File: src/rtl/prm_edge_mask_accum.sv
// prm_edge_mask_accum: ORs the checker-bank edge masks over one frame, then drains the bitmap as OUT_W-bit words.
// Build option PRM_EDGE_BLKCNT_EN adds blocked_count, the popcount of all drained words.
module prm_edge_mask_accum #(
    parameter int NUM_EDGES = 512,
    parameter int OUT_W     = 32,
    parameter int OBS_CNT_W = 16
) (
    input  logic                                   clk,
    input  logic                                   rst_n,
    input  logic                                   frame_start,
    input  logic                                   mask_valid,
    output logic                                   mask_ready,
    input  logic [NUM_EDGES-1:0]                   mask_vec,
    input  logic                                   mask_last,
    output logic                                   out_valid,
    input  logic                                   out_ready,
    output logic [OUT_W-1:0]                       out_data,
    output logic [((NUM_EDGES/OUT_W > 1) ? $clog2(NUM_EDGES/OUT_W) : 1)-1:0] out_idx,
    output logic                                   out_last,
    output logic                                   frame_done,
    output logic                                   busy,
    output logic [OBS_CNT_W-1:0]                   obs_count
`ifdef PRM_EDGE_BLKCNT_EN
    ,
    output logic [$clog2(NUM_EDGES+1)-1:0]         blocked_count
`endif
);

    // state | meaning
    // IDLE  | waiting for frame_start; bitmap and obs_count hold the last frame
    // ACCUM | accepting mask vectors, ORing them into the bitmap
    // DRAIN | presenting bitmap words to the pruning stage
    localparam logic [1:0] IDLE  = 2'd0;
    localparam logic [1:0] ACCUM = 2'd1;
    localparam logic [1:0] DRAIN = 2'd2;

    localparam int NUM_WORDS = NUM_EDGES / OUT_W;
    localparam int IDX_W     = (NUM_WORDS > 1) ? $clog2(NUM_WORDS) : 1;
    localparam logic [IDX_W-1:0] LAST_IDX = IDX_W'(NUM_WORDS - 1);

    logic [1:0]           state;
    logic [NUM_EDGES-1:0] bitmap;
    logic [OUT_W-1:0]     word_sel;
    logic                 beat_acc;
    logic                 out_hs;
    logic                 is_last_word;

    always_comb begin
        word_sel = '0;
        for (int w = 0; w < NUM_WORDS; w++) begin
            if (out_idx == IDX_W'(w)) begin
                word_sel = bitmap[w*OUT_W +: OUT_W];
            end
        end
    end

    assign is_last_word = (out_idx == LAST_IDX);
    assign mask_ready   = (state == ACCUM);
    assign out_valid    = (state == DRAIN);
    assign busy         = (state != IDLE);
    assign beat_acc     = mask_valid & mask_ready;
    assign out_hs       = out_valid & out_ready;

    // Gated by DRAIN so the idle bus stays quiet even though the bitmap is retained.
    assign out_data = (state == DRAIN) ? word_sel : '0;
    assign out_last = (state == DRAIN) & is_last_word;

    always_ff @(posedge clk or negedge rst_n) begin
        if (!rst_n) begin
            state      <= IDLE;
            bitmap     <= '0;
            obs_count  <= '0;
            out_idx    <= '0;
            frame_done <= 1'b0;
        end else begin
            frame_done <= 1'b0;
            case (state)
                IDLE: begin
                    if (frame_start) begin
                        state     <= ACCUM;
                        bitmap    <= '0;
                        obs_count <= '0;
                    end
                end
                ACCUM: begin
                    if (beat_acc) begin
                        bitmap <= bitmap | mask_vec;
                        if (obs_count != '1) begin
                            obs_count <= obs_count + OBS_CNT_W'(1);
                        end
                        if (mask_last) begin
                            state   <= DRAIN;
                            out_idx <= '0;
                        end
                    end
                end
                DRAIN: begin
                    if (out_hs) begin
                        if (is_last_word) begin
                            out_idx    <= '0;
                            state      <= IDLE;
                            frame_done <= 1'b1;
                        end else begin
                            out_idx <= out_idx + IDX_W'(1);
                        end
                    end
                end
                default: state <= IDLE;
            endcase
        end
    end

`ifdef PRM_EDGE_BLKCNT_EN
    localparam int CNT_W = $clog2(NUM_EDGES + 1);

    function automatic logic [CNT_W-1:0] popcount(input logic [OUT_W-1:0] v);
        logic [CNT_W-1:0] c;
        c = '0;
        for (int b = 0; b < OUT_W; b++) begin
            c = c + CNT_W'(v[b]);
        end
        return c;
    endfunction

    always_ff @(posedge clk or negedge rst_n) begin
        if (!rst_n) begin
            blocked_count <= '0;
        end else if (state == IDLE && frame_start) begin
            blocked_count <= '0;
        end else if (out_hs) begin
            blocked_count <= blocked_count + popcount(word_sel);
        end
    end
`endif

endmodule
File: config.mk
export PLATFORM = sky130hd
export DESIGN_NAME = prm_edge_mask_accum
export DESIGN_NICKNAME = d
export VERILOG_FILES = /design/src/rtl/prm_edge_mask_accum.sv
export SDC_FILE = /design/constraint.sdc
export NUM_CORES = 1
export LEC_CHECK = 0
export BUFFER_PORTS_ARGS = -buffer_cell sky130_fd_sc_hd__clkbuf_2
export CAP_MARGIN = 5
export CORE_AREA = 5 5 231 458
export DETAILED_ROUTE_END_ITERATION = 16
export DIE_AREA = 0 0 236 463
export GPL_TIMING_DRIVEN = 0
export PLACE_DENSITY = 0.53
export SYNTH_ARGS = -nofsm -noshare
export SYNTH_HDL_FRONTEND = slang
export SYNTH_SLANG_ARGS = --single-unit
File: constraint.sdc
create_clock -name clk -period 1.9 [get_ports clk]
set_input_delay 0.095 -clock clk [delete_from_list [all_inputs] [get_ports clk]]
set_output_delay 0.095 -clock clk [all_outputs]
set_load 0.01 [all_outputs]
==> metrics <==
status=finished, violations left; violated checks=negative setup slack; clock slew at reported path FFs=~0.07 ns; Cell variety after synth=57; ys async rst share=between 90% and 100%; CTS root buf=clkbuf_16; Die Y-Extent=463 µm; leak pwr=19.5 nW; Sw Share=between 40 and 50%; vias=around 28,000; Slew Limit Fails=0; fin nets=between 4,000 and 5,000; most frequent cell after synthesis=a21oi_1; EDFF count, synth=0; Post-Synth Simple-Gate Area=around 17%; first-pass GRT wire length=between 200,000 and 250,000 µm; clk_lat worst skew=roughly 0.64 ns; die extent in x=236 µm; largest family of logic cells by synthesized area=compound AO/OA/AOI/OAI gates; RSZ-0062 raised after global routing=true; I/O pins=approximately 580; Post-Syn Nets=~3,300; XOR/XNOR share of the synthesized area=less than 1%; largest net degree at the start of global routing=105; Worst Reg-to-Reg Cells=7; synthesized area=between 20,000 and 30,000 µm²; DRC Markers=0; antenna-violating nets left=0; clock sinks=535; Syn Area/Cell=about 9 µm²; Seq/Total Area, Yosys=roughly 53%; Slew headroom=between 40% and 50%; GR Util All Layers=around a quarter; CTS tree=built; final wirelength=~150,000 µm; Hold Path Class=input port to register; vias in the first global route=between 20,000 and 30,000; CP required=around 1.8 ns; Flop pwr share=roughly 28%; Starting Density=24.7%; Area Growth Syn to Fin=67.1%; top cell type by total area after synthesis=dfrtp_1; Final Skew=0.0244 ns; Tmin final=roughly 3.3 ns; startpoint type of the worst setup path=register; Fin. Hold Viols=0; Peak Freq=~0.31 GHz; DR WL/cell=around 28 µm; Vias/cell=5.13; Synth top area share=53.0%; CTS buffer count=54; RD Place Congestion=roughly 0.94; pwr dens=1450 nW/µm²; maxcap violations=0; DPL Wire Length=~110,000 µm; ranking of synthesized cells by area=dfrtp_1 (53%), a21oi_1 (12%), nor2_1 (8.4%), o21ai_0 (2.6%), buf_2 (2.5%); layout cells sized above 1=a little under a third; Max IR drop VDD=759 µV; synth warn=0; DR iter-0 viols=around 2,300; CP endpoint kind=output port; antenna violations before repair=14; Clock Tree Buf Depth=3; Cell Rows=between 150 and 200; combinational share of power=roughly 52%; Hold Crit Depth=5; Clock Power Share=between 10% and 20%; Final setup viols=520; Final period util=171%; internal power=about 34 mW; H-tree depth=2; utilization after layout=a little over 40%; Cells after Synth=about 2,800; Synth top cells by count=a21oi_1 (618), nor2_1 (563), dfrtp_1 (535), nand2_1 (147), o21ai_0 (132); post-synthesis compound-gate area fraction=between 20% and 30%; Most used DFF post-synth=dfrtp_1; Critical Path Fanout Max=7; worst-margin pin slew=just under 0.9 ns; multiplexer share of the synthesized area=less than 1%; Psw=~27 mW; setup slack after layout=-1.36 ns; Crit Path Class=register to output port; Adder-Cell Fraction of Synth Area=0.248%; Buffers on Ports=574; Overflow after GRT=0; worst hold slack=around 0.021 ns; DRT Pass-1 Iters=5; DIE AREA=approximately 110,000 µm²; Synth Register Bits=535; Core Footprint=roughly 100,000 µm²; CP Data Arrival Time=between 3 and 4 ns
worst paths after layout:
| path | start | to | slack, ns |
|---|---|---|---|
| worst max-delay path | out_idx[1] | out_data[25] | -1.36 |
| worst min-delay path | frame_start | obs_count[4] | 0.02 |
| worst max register to register | state[1] | bitmap[414] | -0.26 |
| worst min register to register | bitmap[330] | bitmap[330] | 0.49 |
| max in group asynchronous | rst_n | bitmap[194] | 0.23 |
| min in group asynchronous | rst_n | obs_count[6] | 0.07 |
worst max-delay path: stages, from the launching register on:
cell and delay, ns:
dfrtp_2 0.45, inv_2 0.08, ha_4 0.22, or2_4 0.25, a21oi_4 0.19, buf_6 0.13
o221ai_2 0.07, a221o_1 0.33, o211ai_1 0.55, buf_2 0.26
timing repair:
item	CTS	global route
setup endpoints to repair	569	569
pin swaps	39	81
buffers inserted	25	55
hold buffers	518	0
gates resized for setup	418	597
hold endpoints to repair	620	0
cloned	2	20
flip-flops by register name, summed over array words and instances, names as in the netlist:
| signal | cells |
|---|---|
| frame_done | 1 |
| obs_count | 16 |
| bitmap | 512 |
| state | 2 |
| out_idx | 4 |
area by class of cell:
class	instances	area [µm²]
clock buffers	76	1590
diodes	15	37.5
inverters	14	60.1
clock inverters	25	304
flip-flops and latches	535	13400
well taps	1344	1680
multi-input cells	2011	12800
plain buffers	238	2610
fillers	9871	59800
repair buffers	1202	9670
power groups by stage:
stage | clock [mW] | combinational, mW | sequential [mW]
finish | 11.9 | 31.8 | 17.3
global route | 12.4 | 33.5 | 17.6
CTS | 12.0 | 27.7 | 17.2
detailed placement | 0 | 22.0 | 17.2
global placement | 0 | 21.8 | 17.2
floorplan | 0 | 12.2 | 16.3
routing by layer:
| metal | track usage (%) | up-vias | wire [µm] |
|---|---|---|---|
| met1 | 31.1 | 13900 | 57800 |
| met4 | 11.3 | 0 | 9270 |
| met3 | 4.85 | 364 | 10500 |
| met2 | 44.7 | 1395 | 73900 |
| met5 | 0 | - | 0 |
| li1 | - | 12400 | - |
stage by stage:
stage / power (mW) / std cells / setup WS [ns] / area, µm² / setup TNS (ns)
final: 61.0 / 5460 / -1.36 / 42200 / -104.45
after global routing: 63.5 / 5454 / -1.50 / 42200 / -127.17
after CTS: 56.9 / 5373 / -1.35 / 39400 / -424.80
after detailed placement: 39.2 / 4729 / -2.68 / 30200 / -496.66
after global placement: 38.9 / 4720 / -13.91 / 30000 / -7795.92
after floorplan: 28.5 / 2802 / -0.0987 / 25500 / -2.52
kinds of logic (layout without fill, tap and decap cells):
kind of cell | count (synthesis) | count (layout)
XOR/XNOR | 10 | 10
multiplexers | 4 | 4
buffers and inverters | 256 | 1555
flip-flops | 535 | 535
other | 0 | 15
AND/OR/NAND/NOR | 947 | 947
AO/OA/AOI/OAI | 1045 | 1045
adder cells (fa/ha/maj) | 5 | 5
layout by cell type (no fill, tap or decap), types with 26 or more instances in the layout:
cell type | Yosys | final
buf_8 | 0 | 38
o21ai_1 | 0 | 49
nor2_1 | 563 | 523
o21ai_0 | 132 | 62
buf_2 | 125 | 37
dfrtp_1 | 535 | 529
a221oi_4 | 0 | 30
buf_12 | 0 | 48
o21a_1 | 57 | 57
nand2b_1 | 63 | 62
a221oi_2 | 0 | 26
a21oi_1 | 618 | 605
nor2_4 | 0 | 31
buf_6 | 4 | 60
clkbuf_16 | 0 | 82
dlygate4sd3_1 | 0 | 518
buf_4 | 2 | 69
nor3b_1 | 30 | 28
clkbuf_2 | 0 | 582
clkbuf_8 | 0 | 26
nand2_1 | 147 | 145
nor2b_1 | 89 | 84
(Power assumes the default switching activity.)
